$ cat src/rtl/seg7_pattern_encoder.sv
// Active-low seven-segment pattern to hex encoder: synchronises and debounces the
// segment lines, classifies each newly stable pattern and offers legal digits over valid/ready.
module seg7_pattern_encoder #(
    parameter int unsigned STABLE_CYCLES = 4
) (
    input  logic       clk,
    input  logic       rst,
    input  logic [6:0] segments,
    output logic [3:0] number,
    output logic       out_valid,
    input  logic       out_ready,
    output logic       err,
    output logic       blank,
    output logic       overrun
);

    localparam int unsigned CW        = $clog2(STABLE_CYCLES + 1);
    localparam logic [6:0]  PAT_BLANK = 7'h7F;

    typedef enum logic {EMPTY, FULL} state_t;

    logic [6:0]    s1_q, s2_q, last_q, acc_pat_q;
    logic [CW-1:0] cnt_q, cnt_d;
    logic          acc_q, acc_d;
    logic          hit;
    logic [3:0]    code;
    logic          legal;

    state_t        state_q;
    logic [3:0]    number_q;
    logic          valid_q, err_q, blank_q, overrun_q;

    // acc_d fires only on the edge the counter first reaches STABLE_CYCLES
    always_comb begin
        cnt_d = cnt_q;
        acc_d = 1'b0;
        if (s1_q != s2_q) begin
            cnt_d = '0;
        end else if (cnt_q != CW'(STABLE_CYCLES)) begin
            cnt_d = cnt_q + CW'(1);
            acc_d = (cnt_q == CW'(STABLE_CYCLES - 1)) && (s2_q != last_q);
        end
    end

    always_ff @(posedge clk or posedge rst) begin
        if (rst) begin
            s1_q      <= PAT_BLANK;
            s2_q      <= PAT_BLANK;
            cnt_q     <= '0;
            acc_q     <= 1'b0;
            acc_pat_q <= PAT_BLANK;
            last_q    <= PAT_BLANK;
        end else begin
            s1_q  <= segments;
            s2_q  <= s1_q;
            cnt_q <= cnt_d;
            acc_q <= acc_d;
            if (acc_d) begin
                acc_pat_q <= s2_q;
                last_q    <= s2_q;
            end
        end
    end

    always_comb begin
        hit  = 1'b1;
        code = '0;
        case (acc_pat_q)
            7'h40: code = 4'h0;
            7'h79: code = 4'h1;
            7'h24: code = 4'h2;
            7'h30: code = 4'h3;
            7'h19: code = 4'h4;
            7'h12: code = 4'h5;
            7'h02: code = 4'h6;
            7'h78: code = 4'h7;
            7'h00: code = 4'h8;
            7'h10: code = 4'h9;
            7'h08: code = 4'hA;
            7'h03: code = 4'hB;
            7'h46: code = 4'hC;
            7'h21: code = 4'hD;
            7'h06: code = 4'hE;
            7'h0E: code = 4'hF;
            default: hit = 1'b0;
        endcase
    end

    assign legal = acc_q && hit;

    always_ff @(posedge clk or posedge rst) begin
        if (rst) begin
            state_q   <= EMPTY;
            number_q  <= '0;
            valid_q   <= 1'b0;
            err_q     <= 1'b0;
            blank_q   <= 1'b1;
            overrun_q <= 1'b0;
        end else begin
            err_q <= acc_q && !hit && (acc_pat_q != PAT_BLANK);
            if (acc_q) begin
                blank_q <= (acc_pat_q == PAT_BLANK);
            end
            case (state_q)
                EMPTY: begin
                    if (legal) begin
                        state_q  <= FULL;
                        valid_q  <= 1'b1;
                        number_q <= code;
                    end
                end
                FULL: begin
                    // a simultaneous consume and reload is not an overrun
                    if (legal) begin
                        number_q <= code;
                        if (!out_ready) begin
                            overrun_q <= 1'b1;
                        end
                    end else if (out_ready) begin
                        state_q <= EMPTY;
                        valid_q <= 1'b0;
                    end
                end
                default: begin
                    state_q <= EMPTY;
                    valid_q <= 1'b0;
                end
            endcase
        end
    end

    assign number    = number_q;
    assign out_valid = valid_q;
    assign err       = err_q;
    assign blank     = blank_q;
    assign overrun   = overrun_q;

endmodule
$ cat config.mk
export PLATFORM = sky130hd
export DESIGN_NAME = seg7_pattern_encoder
export DESIGN_NICKNAME = d
export VERILOG_FILES = /design/src/rtl/seg7_pattern_encoder.sv
export SDC_FILE = /design/constraint.sdc
export NUM_CORES = 1
export LEC_CHECK = 0
export ABC_AREA = 1
export BUFFER_PORTS_ARGS = -buffer_cell sky130_fd_sc_hd__buf_2
export CORE_UTILIZATION = 30
export CTS_CLUSTER_DIAMETER = 150
export DETAILED_ROUTE_END_ITERATION = 10
export PLACE_DENSITY = 0.51
export SETUP_SLACK_MARGIN = 0.5
export SLEW_MARGIN = 20
export SYNTH_ARGS = -nofsm -noshare
export SYNTH_HDL_FRONTEND = slang
export SYNTH_SLANG_ARGS = --single-unit
$ cat constraint.sdc
create_clock -name clk -period 2 [get_ports clk]
set_input_delay 0.1 -clock clk [delete_from_list [all_inputs] [get_ports clk]]
set_output_delay 0.1 -clock clk [all_outputs]
set_load 0.05 [all_outputs]
# Yosys cells after proc, flatten, opt, wreduce, memory -nomap -nowiden
# Index checks and enable logic that the tools add are counted.
# totals
reg_bits	34
input_bits	10
output_inout_bits	8
# classes
add_sub_neg	1
n_eq_ne	24
n_mux	15
n_bitwise	2
reduce_logical	10
# op_table
op	n
$pmux 4 s15	1
$eq 7x7->1 const B	5
$eq 7x5->1 const B	3
$eq 7x6->1 const B	3
$reduce_or 16->1	1
$eq 7x2->1 const B	2
$eq 7x4->1 const B	2
$ne 7x7->1	2
$mux 1	9
$eq 7x3->1 const B	1
$logic_not 7->1	1
$ne 7x7->1 const B	1
$mux 3	2
$ne 2x2->1 const B	3
$reduce_and 3->1	2
$logic_and 1x1->1	4
$mux 4	1
$pmux 1 s2	2
$add 3x1->3 const B	1
$eq 3x2->1 const B	1
$ne 3x3->1 const B	1
$not 1->1	2
$reduce_bool 2->1	1
$logic_not 1->1	1

# Longest topological paths before layout
# logic_depth
ltp_word	6
depth_mapped	13
ltp_nobuf	12

# Worst setup path before layout
# No wires, ideal clock.
# synth_timing
path_kind	register to register
from	register acc_pat_q[1]
to	register number_q[0], in the netlist number[0]
setup_ns	0.126
arrival_ns	1.465
slack_ns	0.410
stages_incl_launch_ff	14
path_buffers	2
synth_period_minus_slack_ns	1.590
cell_sequence	dfstp_2 > buf_4 > inv_1 > nor2_1 > nand2_2 > nor2_1 > nor2_1 > nand2_1 > nor2_2 > nand2_2 > nand2_2 > buf_6 > nand2_2 > o21ai_2
# synth_between
elab_chain_cells	4
word_cells_on_any_way	21
# synth_rtl
element	line_no	text
start, declared	22	logic [6:0] s1_q, s2_q, last_q, acc_pat_q;
start signal, assigned	59	acc_pat_q <= s2_q;
$eq 7x4->1 (tied with other cells)	68	case (acc_pat_q)
$reduce_or 16->1 (no source line)	--	
$mux 1	68	
$logic_and 1x1->1	89	assign legal = acc_q && hit;
end signal, assigned	109	number_q <= code;
end signal, assigned	115	number_q <= code;
end, declared	30	logic [3:0] number_q;
# Several ways; a longest one is shown, not always the timed one. The select of a mux whose other input is x is not followed.
# A chain may end at the register's enable or synchronous reset.

# Worst setup path in the final report
# Ends and elaborated chain as after synthesis.

==> key figures <==
Layout
  • Number of diodes: 0
  • Syn-to-layout area delta: 40.4%
  • Share of post-route cells with drive strength above 1: 55.7%
  • Fillers: 548
  • Final nets: 258

Routing
  • Via count: 1393
  • DRT Wirelength: 3620 um
  • Vias/cell: 4.38
  • WL/cell: 11.4 um
  • Residual DRC: 0
  • 1st-pass router iterations: 4
  • Starting DRT DRC Count: 87
  • Antenna viol nets, final: 0

Place
  • DP Worst Slack: 0.179 ns
  • Port bufs: 17
  • Final Wtd Congestion: 0.828
  • Post-DP HPWL: 2200 um

Pwr
  • Worst vdd ir: 0.000381 V
  • Leakage power total: 1.11 nW
  • Pwr Total: 1.34 mW
  • Power density of the placed cells: 546 mW/mm2

Job
  • Max_cap viols: 0

Clock tree
  • Clock slew at reported path FFs: 0.06 ns
  • Clock Tree Buf Depth: 2
  • Root Buffer: clkbuf_8
  • Cts bufs inserted: 5
  • Clock latency on the worst-skew pair: 0.29 ns
  • H-tree Lvls: 2
  • TritonCTS clock tree: built
  • Clk sinks: 34

Yosys
  • Post-Synthesis Cells: 194
  • Flops & latches, synth: 34
  • Yosys warning count: 0
  • Post-synth ARST share: 100%
  • Synth Flop Type: dfstp_2
  • Post-Syn Nets: 207
  • Library cells used by synthesis: 28
  • Syn Std Cell Area: 0.00174 mm2
  • EDFF count, synth: 0
  • Seq/Total Area, Yosys: 50.4%
  • Post-synth top area share: 33.2%
  • Syn Area/Cell: 8.98 um2
  • Leading area contributor after synthesis: dfstp_2
  • Top cells by area, synth: dfstp_2 (33%), dfrtp_1 (17%), nand2_1 (8.8%)

Hold path
  • Worst Hold Class: in2reg
  • Hold Path Depth: 4
  • Hold Path End: out_valid
  • HP Start: out_ready

Worst setup path
  • Slowest cell delay on critical path: 0.61 ns
  • Crit path kind: reg2reg
  • Reg2reg setup slack: 0.29 ns
  • Cell family with most CP delay: simple AND/OR/NAND/NOR gates
  • Worst r2r src: acc_pat_q[1]
  • Startpoint Class: flip-flop
  • Worst path cell trace: inv_2, nor2_2, nand2_2, nor2_1, nor2_2, nand2_2, nor2_4, nand2_4, nand2_8, buf_6, o21ai_2
  • Required time of the critical path: 2.22 ns
  • Crit path from: acc_pat_q[1]
  • Slowest cell on the critical path: dfstp_2
  • Worst R2R Path Depth: 11
  • Buf/Inv on CP: 2
  • Crit-path max FO: 6
  • Crit path DAT: 1.93 ns
  • Reg-to-Reg End: number[0]
  • Worst Setup End Kind: flip-flop

STA
  • Post-route minimum period: 1.71 ns
  • Actual slew at the worst max-slew pin: 0.421 ns
  • Final hold slack: 0.0909 ns
  • Layout Skew: 0.00798 ns
  • Final TNS setup: 0 ns
  • Setup WS post-layout: 0.290 ns
  • RSZ-0062 raised after global routing: true
  • Final worst-path cycle share: 85.5%
  • Final Hold Fails: 0
  • Worst relative slew slack: 72.0%
  • Finish-stage setup viols: 0
  • Fmax: 585 MHz
  • Final Max Tran Viols: 0

Die
  • Chip width: 78.2 um
  • Core ar.: 0.00554 mm2
  • Full die area: 0.00611 mm2
  • Die Span Y: 78.2 um
  • # rows: 27
  • Initial Utilization: 31.4%
  • # IOs: 18

Global route
  • Tot GR Track Use: 12.7%
  • Total grt overflow: 0
  • Via count of the first global-routing pass: 1346
  • Global-route wire length before repair: 5890 um
  • Largest net degree at the start of global routing: 35
  • Antenna violations before repair: 0

Status
  • Status: finished clean
## layout by cell type (no fill, tap or decap), types with 2 or more instances in the layout
cell	n
buf_2	17
o21ai_2	7
nand3_2	4
nor2_4	6
clkbuf_8	6
nor3_4	2
nand4_1	3
inv_2	7
o21ai_1	5
inv_1	14
o21ai_0	2
nand2_1	24
dfstp_2	22
nor2_2	10
xnor2_2	2
nor2_1	9
dfrtp_1	12
xnor2_1	6
nor3_2	2
clkbuf_1	2
buf_6	6
xor2_1	6
nand2_2	21
buf_4	18
nand3_1	8
ha_1	3
nor3_1	2
dlygate4sd3_1	8
nand2_4	4
## worst min-delay path, stage by stage
cell and delay, ns:
buf_2 0.09, nand3_2 0.06, nand2_2 0.06, inv_2 0.03
## cell type report
type / count / area, um2 / share of cell area (%)
Multi-Input combinational cell: 134 / 941 / 38.5
Sequential cell: 34 / 878 / 35.9
Timing Repair Buffer: 49 / 368 / 15.0
Clock buffer: 8 / 90.1 / 3.68
Tap cell: 72 / 90.1 / 3.68
Inverter: 21 / 78.8 / 3.22
## registers in the layout, summed over array words and instances, names as in the netlist
name       cells
acc_pat_q      7
acc_q          1
blank          1
cnt_q          3
err            1
number         4
out_valid      1
overrun        1
s1_q           7
s2_q           7
state_q        1
## where the power goes
group | switching (mW) | internal, mW | leakage, nW
Clock | 0.237 | 0.281 | 0.0455
Combinational | 0.0431 | 0.0435 | 0.674
Sequential | 0.0153 | 0.717 | 0.395
## metrics by stage
step           area, um2  util (%)  instances
6_report            2450      44.2        318
5_1_grt             2450      44.2        318
4_1_cts             2230      40.3        311
3_5_place_dp        1890      34.2        279
3_3_place_gp        1890      34.2        279
2_1_floorplan       1770         -        194
## worst max path at each step
| stage | slack (ns) | cells after the start | end |
|---|---|---|---|
| floorplan | 0.47 | 13 | number[0] |
| global placement | 0.20 | 11 | out_valid |
| detailed placement | 0.18 | 11 | out_valid |
| CTS | 0.32 | 11 | out_valid |
| global route | 0.19 | 11 | number[0] |
| finish | 0.29 | 11 | number[0] |
## kinds of logic after synthesis
logic type / after synthesis / share of synthesized area, %
adder cells (fa/ha/maj): 3 / 2.16
flip-flops: 34 / 50.4
XOR/XNOR: 14 / 7.04
AO/OA/AOI/OAI: 18 / 6.68
buffers and inverters: 27 / 7.26
AND/OR/NAND/NOR: 98 / 26.4
## timing repair
| item | in CTS | in global routing |
|---|---|---|
| hold endpoints to repair | 19 | 0 |
| setup buffers | 14 | 7 |
| endpoints found under the setup margin | 14 | 17 |
| pin swaps | 3 | 25 |
| resized for setup | 16 | 49 |
| cloned | 2 | 0 |
| hold buffers | 8 | 0 |
## synth_stat cells, drive strengths merged (3+ instances only)
cell / number
nand3: 12
nor2: 25
inv: 21
ha: 3
dfstp: 22
nand4: 3
nand2: 49
o21ai: 14
xnor2: 8
buf: 6
xor2: 6
dfrtp: 12
nor3: 6
## metal layers
layer / vias to the layer above / wire [um] / global-route usage, %
met3: 6 / 75 / 3.49
met1: 665 / 1720 / 16.1
met4: 0 / 64 / 5.56
met5: - / 0 / 0
met2: 10 / 1760 / 20.1
li1: 712 / - / -
No activity file was read; power rests on OpenSTA's default activity.
